`src/rtl/mdu_issue_ctrl_pkg.sv`:
```
// Shared types and constants for the RV32M issue/collect stage.
// The optional special-case bypass is enabled by defining MDU_SPECIAL_EN.
package mdu_issue_ctrl_pkg;

    localparam int unsigned XLEN  = 32;
    localparam int unsigned IDX_W = 5;

    typedef logic [XLEN-1:0]  word_t;
    typedef logic [IDX_W-1:0] reg_idx_t;

    // Encoding follows the RV32M funct3 field
    typedef enum logic [2:0] {
        MUL    = 3'd0,
        MULH   = 3'd1,
        MULHSU = 3'd2,
        MULHU  = 3'd3,
        DIV    = 3'd4,
        DIVU   = 3'd5,
        REM    = 3'd6,
        REMU   = 3'd7
    } mul_op_t;

    typedef enum logic [1:0] {
        IDLE  = 2'd0,
        ISSUE = 2'd1,
        WAIT  = 2'd2,
        DONE  = 2'd3
    } mdu_state_t;

    localparam word_t WORD_MIN  = 32'h8000_0000;
    localparam word_t WORD_ONES = 32'hFFFF_FFFF;

endpackage

```
`src/rtl/mdu_special_case.sv`:
```
// Divide special cases resolved without the multiplier (MDU_SPECIAL_EN builds only).
`ifdef MDU_SPECIAL_EN
module mdu_special_case
    import mdu_issue_ctrl_pkg::*;
(
    input  mul_op_t     op,
    input  logic [31:0] rs1,
    input  logic [31:0] rs2,
    output logic        hit,
    output logic [31:0] value
);

    logic w_div_zero;
    logic w_overflow;

    assign w_div_zero = (rs2 == '0);
    assign w_overflow = (rs1 == WORD_MIN) && (rs2 == WORD_ONES);

    // Divide-by-zero and signed overflow results fixed by the ISA
    always_comb begin
        hit   = 1'b0;
        value = '0;
        unique case (op)
            DIV: begin
                if (w_div_zero) begin
                    hit   = 1'b1;
                    value = WORD_ONES;
                end else if (w_overflow) begin
                    hit   = 1'b1;
                    value = WORD_MIN;
                end
            end
            DIVU: begin
                if (w_div_zero) begin
                    hit   = 1'b1;
                    value = WORD_ONES;
                end
            end
            REM: begin
                if (w_div_zero) begin
                    hit   = 1'b1;
                    value = rs1;
                end else if (w_overflow) begin
                    hit   = 1'b1;
                    value = '0;
                end
            end
            REMU: begin
                if (w_div_zero) begin
                    hit   = 1'b1;
                    value = rs1;
                end
            end
            default: begin
                hit   = 1'b0;
                value = '0;
            end
        endcase
    end

endmodule
`endif

```
`src/rtl/mdu_issue_ctrl.sv`:
```
// Issue/collect stage for the RV32M multiplier/divider: holds one M-op,
// launches it, waits for completion or timeout, and hands the result to
// writeback. Define MDU_SPECIAL_EN to resolve divide corner cases at accept.
module mdu_issue_ctrl
    import mdu_issue_ctrl_pkg::*;
#(
    parameter int unsigned MIN_WAIT    = 1,
    parameter int unsigned TIMEOUT_CYC = 64,
    parameter int unsigned CNT_W       = 7
) (
    input  logic        clk,
    input  logic        rst_n,
    input  logic        flush,
    input  logic        in_valid,
    output logic        in_ready,
    input  mul_op_t     in_op,
    input  logic [31:0] in_rs1,
    input  logic [31:0] in_rs2,
    input  logic [4:0]  in_rd_idx,
    output logic        mul_en,
    output logic        mul_rst,
    output mul_op_t     mul_op,
    output logic [31:0] mul_r1,
    output logic [31:0] mul_r2,
    input  logic [31:0] mul_rd,
    input  logic        mul_busy,
    output logic        wb_valid,
    input  logic        wb_ready,
    output logic [4:0]  wb_rd_idx,
    output logic [31:0] wb_data,
    output logic        wb_err
);

    mdu_state_t r_state, w_state_nxt;
    logic [CNT_W-1:0] r_cnt, w_cnt_nxt, w_cnt_inc;
    mul_op_t    r_op;
    word_t      r_rs1, r_rs2, r_wb_data;
    reg_idx_t   r_rd_idx;
    logic       r_wb_err, r_in_ready, r_mul_en, r_mul_rst, r_wb_valid;

    logic       w_accept, w_done, w_timeout, w_abort, w_spec_take;
    logic       w_spec_hit;
    word_t      w_spec_val;

`ifdef MDU_SPECIAL_EN
    mdu_special_case u_special (
        .op    (in_op),
        .rs1   (in_rs1),
        .rs2   (in_rs2),
        .hit   (w_spec_hit),
        .value (w_spec_val)
    );
`else
    assign w_spec_hit = 1'b0;
    assign w_spec_val = '0;
`endif

    // Saturating wait-cycle count including the current WAIT cycle
    assign w_cnt_inc = (r_cnt == CNT_W'(TIMEOUT_CYC)) ? r_cnt : r_cnt + CNT_W'(1);

    // Next-state and event decode; flush overrides everything
    always_comb begin
        w_state_nxt = r_state;
        w_cnt_nxt   = r_cnt;
        w_accept    = 1'b0;
        w_done      = 1'b0;
        w_timeout   = 1'b0;
        w_abort     = 1'b0;
        w_spec_take = 1'b0;
        unique case (r_state)
            IDLE: begin
                if (in_valid) begin
                    w_accept = 1'b1;
                    if (w_spec_hit) begin
                        w_spec_take = 1'b1;
                        w_state_nxt = DONE;
                    end else begin
                        w_state_nxt = ISSUE;
                    end
                end
            end
            ISSUE: begin
                w_cnt_nxt   = '0;
                w_state_nxt = WAIT;
            end
            WAIT: begin
                w_cnt_nxt = w_cnt_inc;
                if ((w_cnt_inc >= CNT_W'(MIN_WAIT)) && !mul_busy) begin
                    w_done      = 1'b1;
                    w_state_nxt = DONE;
                end else if (w_cnt_inc == CNT_W'(TIMEOUT_CYC)) begin
                    w_timeout   = 1'b1;
                    w_state_nxt = DONE;
                end
            end
            DONE: begin
                if (wb_ready) begin
                    w_state_nxt = IDLE;
                end
            end
            default: w_state_nxt = IDLE;
        endcase
        if (flush) begin
            w_state_nxt = IDLE;
            w_accept    = 1'b0;
            w_done      = 1'b0;
            w_timeout   = 1'b0;
            w_spec_take = 1'b0;
            w_abort     = (r_state == ISSUE) || (r_state == WAIT);
        end
    end

    // State, counter and registered handshake/control outputs
    always_ff @(posedge clk or negedge rst_n) begin
        if (!rst_n) begin
            r_state    <= IDLE;
            r_cnt      <= '0;
            r_in_ready <= 1'b1;
            r_mul_en   <= 1'b0;
            r_mul_rst  <= 1'b0;
            r_wb_valid <= 1'b0;
        end else begin
            r_state    <= w_state_nxt;
            r_cnt      <= w_cnt_nxt;
            r_in_ready <= (w_state_nxt == IDLE);
            r_mul_en   <= (w_state_nxt == ISSUE);
            r_mul_rst  <= w_abort || w_timeout;
            r_wb_valid <= (w_state_nxt == DONE);
        end
    end

    // Operand hold and result capture
    always_ff @(posedge clk or negedge rst_n) begin
        if (!rst_n) begin
            r_op      <= MUL;
            r_rs1     <= '0;
            r_rs2     <= '0;
            r_rd_idx  <= '0;
            r_wb_data <= '0;
            r_wb_err  <= 1'b0;
        end else begin
            if (w_accept) begin
                r_op     <= in_op;
                r_rs1    <= in_rs1;
                r_rs2    <= in_rs2;
                r_rd_idx <= in_rd_idx;
                r_wb_err <= 1'b0;
            end
            if (w_spec_take) begin
                r_wb_data <= w_spec_val;
            end else if (w_done) begin
                r_wb_data <= mul_rd;
                r_wb_err  <= 1'b0;
            end else if (w_timeout) begin
                r_wb_data <= '0;
                r_wb_err  <= 1'b1;
            end
        end
    end

    assign in_ready  = r_in_ready;
    assign mul_en    = r_mul_en;
    assign mul_rst   = r_mul_rst;
    assign mul_op    = r_op;
    assign mul_r1    = r_rs1;
    assign mul_r2    = r_rs2;
    assign wb_valid  = r_wb_valid;
    assign wb_rd_idx = r_rd_idx;
    assign wb_data   = r_wb_data;
    assign wb_err    = r_wb_err;

endmodule

```
`config.mk`:
```
export PLATFORM = sky130hd
export DESIGN_NAME = mdu_issue_ctrl
export DESIGN_NICKNAME = d
export VERILOG_FILES = /design/src/rtl/mdu_issue_ctrl_pkg.sv /design/src/rtl/mdu_special_case.sv /design/src/rtl/mdu_issue_ctrl.sv
export SDC_FILE = /design/constraint.sdc
export NUM_CORES = 1
export LEC_CHECK = 0
export CORE_ASPECT_RATIO = 0.9
export CORE_MARGIN = 2
export CORE_UTILIZATION = 30
export DETAILED_ROUTE_END_ITERATION = 10
export PLACE_DENSITY_LB_ADDON = 0.1
export SLEW_MARGIN = 20
export SYNTH_ARGS = -nofsm -noshare
export SYNTH_HDL_FRONTEND = slang
export SYNTH_SLANG_ARGS = --single-unit
```
`constraint.sdc`:
```
create_clock -name clk -period 3.1 [get_ports clk]
set_input_delay 0.62 -clock clk [delete_from_list [all_inputs] [get_ports clk]]
set_output_delay 0.62 -clock clk [all_outputs]
set_load 0.01 [all_outputs]
```
---- Word level (Yosys, flattened, before mapping) ----
Index checks and enable logic that the tools add are counted.
storage, ports and cells
  register bits ........................... 118
  bits in latches ......................... 0
  bits in writable memories ............... 0
  bits in read-only memories .............. 0
  input bits .............................. 110
  output and inout bits ................... 109
  word-level logic and storage cells ...... 54
  memories kept ........................... 0
cells by class
  add/sub/neg operators ................... 1
  multiply operators ...................... 0
  divide/modulo/power cells ............... 0
  order comparisons ....................... 1
  equal/unequal tests ..................... 7
  shifts and indexed selects .............. 0
  multiplexer cells ....................... 24
  bitwise operators ....................... 0
  reduce and logical (&&, ||, !) cells .... 9
operators with widths
  kind                                                                    number
  32-bit two-way mux                                                      2
  7-bit == test (second input constant)                                   2
  1-bit two-way mux                                                       14
  7-bit one-hot mux with 2 select lines                                   1
  2-bit two-way mux                                                       5
  2-bit one-hot mux with 4 select lines                                   1
  7-bit by 1-bit adder with 7-bit output (second input constant)          1
  7-bit by 1-bit >= comparator with 1-bit output (second input constant)  1
  7-bit two-way mux                                                       1
  2-bit == test (second input constant)                                   3
  2-bit by 1-bit == test with 1-bit output (second input constant)        2
  2-bit logical NOT                                                       2
  2-bit nonzero test                                                      2
  3-bit nonzero test                                                      1
  1-bit logical OR                                                        2
  1-bit logical AND                                                       1
  1-bit logical NOT                                                       1

---- Depth between registers and ports, before layout ----
Gate-level depths: netlist of the first run.
  depth after elaboration ................. 9
  gate-level depth with buffers ........... 10
  gate-level depth less buffers ........... 8

---- Least setup slack after synthesis of the first run ----
Ideal clock, no wire load.
  path kind ............................... register to register
  start point ............................. register r_cnt[0]
  end point ............................... register r_wb_data[22] (netlist: wb_data[22])
  library setup time ...................... 121 ps
  arrival ................................. 2303 ps
  required time ........................... 2979 ps
  slack ................................... 676 ps
  stages on the path, launching flop included .. 10
  buffers on the path ..................... 2
  clock period less this slack ............ 2424 ps
  cells stage by stage .................... dfrtp_1 > ha_1 > xor2_1 > a311o_1 > o22a_1 > or3_4 > and3_4 > buf_6 > buf_8 > a22o_1
on the way
  longest elaborated chain between the ends .. 8
ends and longest elaborated chain
  item                                                                                    line                                        text
  start: declaration                                                                      mdu_issue_ctrl.sv:35                        logic [CNT_W-1:0] r_cnt, w_cnt_nxt, w_cnt_inc;
  start signal: assignment                                                                mdu_issue_ctrl.sv:124                       r_cnt <= w_cnt_nxt;
  7-bit by 1-bit adder with 7-bit output / 7-bit == test (equally long branches)          mdu_issue_ctrl.sv:59                        assign w_cnt_inc = (r_cnt == CNT_W'(TIMEOUT_CYC)) ? r_cnt : r_cnt + CNT_W'(1);
  7-bit two-way mux (*)                                                                   mdu_issue_ctrl.sv:59
  7-bit by 1-bit >= comparator with 1-bit output / 7-bit == test (equally long branches)  mdu_issue_ctrl.sv:88, mdu_issue_ctrl.sv:91
  1-bit logical AND / 1-bit two-way mux (equally long branches)                           mdu_issue_ctrl.sv:88, mdu_issue_ctrl.sv:91
  1-bit two-way mux                                                                       mdu_issue_ctrl.sv:88                        if ((w_cnt_inc >= CNT_W'(MIN_WAIT)) && !mul_busy) begin
  1-bit two-way mux                                                                       mdu_issue_ctrl.sv:70                        unique case (r_state)
  1-bit two-way mux                                                                       mdu_issue_ctrl.sv:103                       if (flush) begin
  32-bit two-way mux / 2-bit nonzero test (equally long branches)                         n/a
  end signal: assignment                                                                  mdu_issue_ctrl.sv:150                       r_wb_data <= w_spec_val;
  end signal: assignment                                                                  mdu_issue_ctrl.sv:152                       r_wb_data <= mul_rd;
  end: declaration                                                                        mdu_issue_ctrl.sv:37                        word_t r_rs1, r_rs2, r_wb_data;
Every way passes the cells marked *; elsewhere a longest branch is shown, timed or not.
A chain may end at the register's enable or synchronous reset.

---- Worst setup path in the final report of the first run ----
Same ends and word-level chain as after synthesis.

==> impl_metrics.json, run 1 <==
{
  "status": "finished clean",
  "drv_cap": 0,
  "period_minus_slack_ns": 2.553,
  "hold_viol": 0,
  "placed_cells_incl_taps": 732,
  "synth_cell_types": 37,
  "post-cts-setup-buffers": 0,
  "post-route-period-util": 0.8235,
  "drt-initial-drc-count": 91,
  "syn_to_final_growth_pct": 64.03,
  "fmax_mhz": 391.7,
  "globalplace.congestion": 0.7907,
  "clkTransAtPathRegs_ns": 0.05,
  "wl_met3_um": 1008,
  "endpoint_kind": "flip-flop",
  "drc": 0,
  "synth-seq-cells": 118,
  "coreArea_sq_mm": 0.01533,
  "final-setup-viol-count": 0,
  "hold_class": "input port to async pin",
  "maxSlewViolCount": 0,
  "cts_buffers": 17,
  "htreeDepth": 4,
  "avgSynthCellArea_sq_um": 14.41,
  "via_count": 3446,
  "synth_fp_nets": 439,
  "final_common_cell": "clkdlybuf4s50_1",
  "yosys_warnings": 0,
  "ios": 219,
  "antenna_found_initial": 0,
  "fin_cells": 764,
  "worstMarginPinSlew_ns": 0.6515,
  "final_nets": 664,
  "crit_path_start": "r_cnt[0]",
  "synth_seq_area_share": 0.6328,
  "tritoncts": "yes",
  "fp.dieW_um": 135.5,
  "post_cts_resized": 0,
  "synthFlopType": "dfrtp_1",
  "die_h_um": 122.3,
  "post_drt_via_cell_ratio": 4.510,
  "clock_skew_ns": 0.007054,
  "powerDensity_mw_per_mm2": 928.4,
  "stdcell_area_sq_mm": 0.007657,
  "path_class": "flip-flop to flip-flop",
  "met1_length_um": 5006,
  "grt_pass1_wl_um": 19190,
  "utilization": 0.4994,
  "synth_area_sq_mm": 0.004668,
  "cp_max_fo": 32,
  "start_kind": "flip-flop",
  "postSynthCellCount": 324,
  "io_buffer_count": 218,
  "drt-total-wl_um": 12300,
  "root_buffer": "clkbuf_16",
  "rsz0062_at_grt": "no",
  "gr-total-overflow": 0,
  "fillers": 1353,
  "antenna_left": 0,
  "drt_pass1_iterations": 5,
  "fin_tns_setup_ns": 0,
  "grt_pass1_vias": 3635,
  "track_usage": 0.1511,
  "initial_core_util": 0.3044,
  "dr_wl_met2_um": 6112,
  "cts.path.max_buffers": 2,
  "dp_hpwl_um": 8918,
  "grt_max_degree": 50,
  "wl_per_cell_um": 16.09,
  "cp_data_required_time_ns": 3.44,
  "clock_latency_ns": 0.41,
  "dr.max_layer_used": "met4",
  "num_antenna_cells": 0,
  "row_count": 43,
  "regArea_sq_mm": 0.002954,
  "drive_gt1_frac": 0.2082,
  "cp_data_arrival_time_ns": 2.89,
  "synth_edf_count": 0,
  "rr_startpoint": "r_cnt[0]",
  "async_reset_ff_frac": 1.000,
  "ctsHoldBuffers": 0,
  "p_leak_nw": 3.202,
  "multi_input_area_sq_mm": 0.001562,
  "die-area_sq_mm": 0.01658,
  "max_slew_margin": 0.5657,
  "layout_common_cells": "clkdlybuf4s50_1, dfrtp_1, mux2_2",
  "dpl_cell_area_sq_mm": 0.007068,
  "vdd_ir_drop_max_uv": 432.5,
  "clkSinkCount": 118
}
[Yosys cell counts (all sizes together) (2+ instances only)]
master	n	area, sq um
ha	5	62.56
nand2b	3	18.77
xnor2	2	17.52
and3	3	25.03
buf	9	87.58
nand3	10	50.05
mux2	72	810.8
nand2	14	52.55
o21ai	10	50.05
dfrtp	117	2928
a21oi	3	15.01
nor2	5	18.77
clkbuf	10	37.54
nor2b	3	18.77
inv	8	30.03
a22o	32	281.5
a211oi	2	20.02
o31ai	3	22.52
[power breakdown]
part | leakage [nW] | switching (W) | internal (W)
Sequential | 1.44 | 0.000319 | 0.00217
Clock | 0.275 | 0.000692 | 0.00126
Combinational | 1.49 | 0.000975 | 0.00169
[layer usage]
metal  track usage  vias up
met4       0.05404        0
li1              -     1618
met5             0        -
met1        0.1745     1676
met2        0.2544      139
met3       0.06196       13
[registers in the layout, indices dropped and copies added, names as in the netlist, 2 cells and up]
register / flops
mul_r1: 32
mul_r2: 32
wb_data: 32
r_cnt: 7
wb_rd_idx: 5
mul_op: 3
r_state: 2
[area by class of cell]
type                    instances  share of cell area
multi-input cells             179              0.2039
well taps                     202             0.03301
repair buffers                225              0.2964
flip-flops and latches        118              0.3858
clock buffers                  19             0.05654
inverters                       8            0.003922
clock inverters                13             0.02042
[cells by family (layout without fill, tap and decap cells)]
family                   after synthesis  count (layout)  share of synthesized area
XOR/XNOR                               3               3                   0.005630
flip-flops                           118             118                     0.6328
multiplexers                          72              72                     0.1737
buffers and inverters                 27             265                    0.03324
adder cells (fa/ha/maj)                5               5                    0.01340
AND/OR/NAND/NOR                       44              44                    0.04879
AO/OA/AOI/OAI                         55              55                    0.09247
[through the flow]
step | total power (W) | hold WS, ns | setup slack, ns
finish | 0.007109 | 0.2388 | 0.5471
detailed placement | 0.005219 | 0.4914 | 0.5764
global placement | 0.005176 | 0.4868 | 0.6460
global route | 0.007515 | 0.2853 | 0.4264
CTS | 0.007213 | 0.2616 | 0.5560
floorplan | 0.003575 | 0.3244 | 0.6765
[worst max-delay path, stage by stage, from the launching register on]
cell     delay, ns
dfrtp_1       0.45
ha_1          0.31
xor2_1        0.17
a311o_1       0.33
o22a_1        0.22
or3_4         0.39
nand3_1       0.09
buf_4         0.32
a22o_1        0.21
[worst paths after layout]
kind | slack (ns) | to | cells past startpoint
worst max-delay path | 0.55 | wb_data[22] | 8
worst min-delay path | 0.24 | r_cnt[5] | 1
worst max register to register | 0.55 | wb_data[22] | 8
worst min register to register | 0.50 | wb_data[25] | 1
max in group asynchronous | 2.02 | in_ready | 2
min in group clk | 0.50 | wb_data[25] | 1
Note: power is estimated with default switching activity, not from simulation.
==> run 2, diff against run 1 <==
- clock period: 3.1 -> 2.2 ns (I/O delays scaled with it)
==> run 2 against run 1 <==
Against the previous run:
- the flow now finishes with violations (setup timing)
- fmax up 13%
- sequential power up 41%
- critical endpoint is now wb_data[1]
- cell count up 2.4%
- worst setup slack worse by 0.61 ns
==> impl_metrics.json, run 2 (synthesis results as in run 1) <==
{
  "layout_common_cells": "clkdlybuf4s50_1, dfrtp_1, mux2_2",
  "path_class": "flip-flop to flip-flop",
  "fin_tns_setup_ns": -1.165,
  "regArea_sq_mm": 0.002954,
  "via_count": 3609,
  "drive_gt1_frac": 0.2483,
  "final_nets": 682,
  "endpoint_kind": "flip-flop",
  "clock_skew_ns": 0.009677,
  "root_buffer": "clkbuf_16",
  "cp_data_arrival_time_ns": 2.56,
  "cts.path.max_buffers": 2,
  "clkSinkCount": 118,
  "globalplace.congestion": 0.7537,
  "dp_hpwl_um": 8916,
  "num_antenna_cells": 0,
  "r2r_end": "wb_data[1]",
  "maxSlewViolCount": 0,
  "drt-initial-drc-count": 180,
  "rsz0062_at_grt": "yes",
  "antenna_found_initial": 0,
  "drt_pass1_iterations": 4,
  "wl_per_cell_um": 16.80,
  "hold_class": "input port to async pin",
  "powerDensity_mw_per_mm2": 1301,
  "cts_buffers": 17,
  "fin_ws_ns": -0.06716,
  "die_h_um": 122.3,
  "post_drt_via_cell_ratio": 4.615,
  "period_minus_slack_ns": 2.267,
  "hold_viol": 0,
  "syn_to_final_growth_pct": 69.39,
  "fin_cells": 782,
  "cp_cell_sequence": "ha_2, xor2_1, a311o_1, o22a_1, or3_4, and3_4, a22o_2",
  "placed_cells_incl_taps": 743,
  "final_common_cell": "clkdlybuf4s50_1",
  "slowest_stage": "dfrtp_1",
  "fillers": 1316,
  "violations": "setup timing",
  "row_count": 43,
  "p_leak_nw": 3.326,
  "clock_latency_ns": 0.41,
  "cp_max_fo": 9,
  "p_total_w": 0.01029,
  "status": "finished with violations",
  "io_buffer_count": 218,
  "drv_cap": 0,
  "grt_max_degree": 67,
  "cp_data_required_time_ns": 2.49,
  "gr-total-overflow": 0,
  "slowest_delay_ns": 0.41,
  "coreArea_sq_mm": 0.01533,
  "fmax_mhz": 441.1,
  "drc": 0,
  "track_usage": 0.1588,
  "max_slew_margin": 0.6331,
  "ios": 219,
  "vdd_ir_drop_max_uv": 717.1,
  "grt_pass1_vias": 3727,
  "reg2reg_depth": 7,
  "drt-total-wl_um": 13140,
  "fp.dieW_um": 135.5,
  "post-route-period-util": 1.031,
  "htreeDepth": 4,
  "final-setup-viol-count": 33,
  "grt_pass1_wl_um": 19820,
  "clkTransAtPathRegs_ns": 0.06,
  "antenna_left": 0,
  "r2r_slack_ns": -0.07,
  "multi_input_area_sq_mm": 0.001630,
  "rr_startpoint": "r_cnt[1]",
  "tritoncts": "yes",
  "start_kind": "flip-flop",
  "worstMarginPinSlew_ns": 0.5470,
  "die-area_sq_mm": 0.01658,
  "initial_core_util": 0.3044
}
run 2: worst max-delay path, delay by kind of cell, from the launching register on:
family          cells  cell delay [ns]
compound gates      3             0.76
xor+xnor            1             0.14
fa+ha+maj           1             0.20
flops               1             0.41
simple gates        2             0.64
run 2: worst max-delay path by stage:
stage	to	start	slack, ns
floorplan	wb_data[22]	r_cnt[0]	-0.12
global placement	wb_data[1]	r_cnt[0]	-0.07
detailed placement	wb_data[1]	r_cnt[0]	-0.14
CTS	wb_data[31]	r_cnt[1]	-0.04
global route	wb_data[5]	r_cnt[1]	-0.13
finish	wb_data[1]	r_cnt[1]	-0.07
run 2: what timing repair did:
| item | in CTS | in global routing |
|---|---|---|
| buffers inserted | 1 | 0 |
| hold buffers | 1 | 0 |
| pin swaps | 8 | 3 |
| hold endpoints to repair | 11 | 0 |
| setup endpoints to repair | 37 | 37 |
| gates cloned | 3 | 2 |
| resized for setup | 9 | 4 |
run 2: where the power goes:
group / switching [W] / internal (W) / total (W)
Sequential: 0.000448 / 0.00306 / 0.00351
Clock: 0.000989 / 0.00187 / 0.00286
Combinational: 0.00145 / 0.00247 / 0.00392
run 2: metrics by stage:
stage	utilization	hold slack, ns	cell area [sq um]	worst slack, ns
final	0.5157	0.4211	7908	-0.06716
after global routing	0.5157	0.4226	7908	-0.1334
after CTS	0.5130	0.4069	7866	-0.04332
after detailed placement	0.4665	0.3007	7153	-0.1406
after global placement	0.4665	0.3068	7153	-0.07191
after floorplan	-	0.1444	4673	-0.1224
run 2: cell type report:
type	instances	share of cell area
sequential	118	0.3736
timing repair buffer	240	0.3063
multi-input combinational	182	0.2062
clock buffer	21	0.05949
tap	202	0.03196
clock inverter	11	0.01867
inverter	8	0.003797
run 2: metal layers:
layer	global-route usage	vias to the layer above	share of wire
met5	0	-	0
met4	0.06641	0	0.019
met3	0.06815	17	0.096
met2	0.2418	163	0.46
met1	0.1988	1771	0.42
li1	-	1658	-
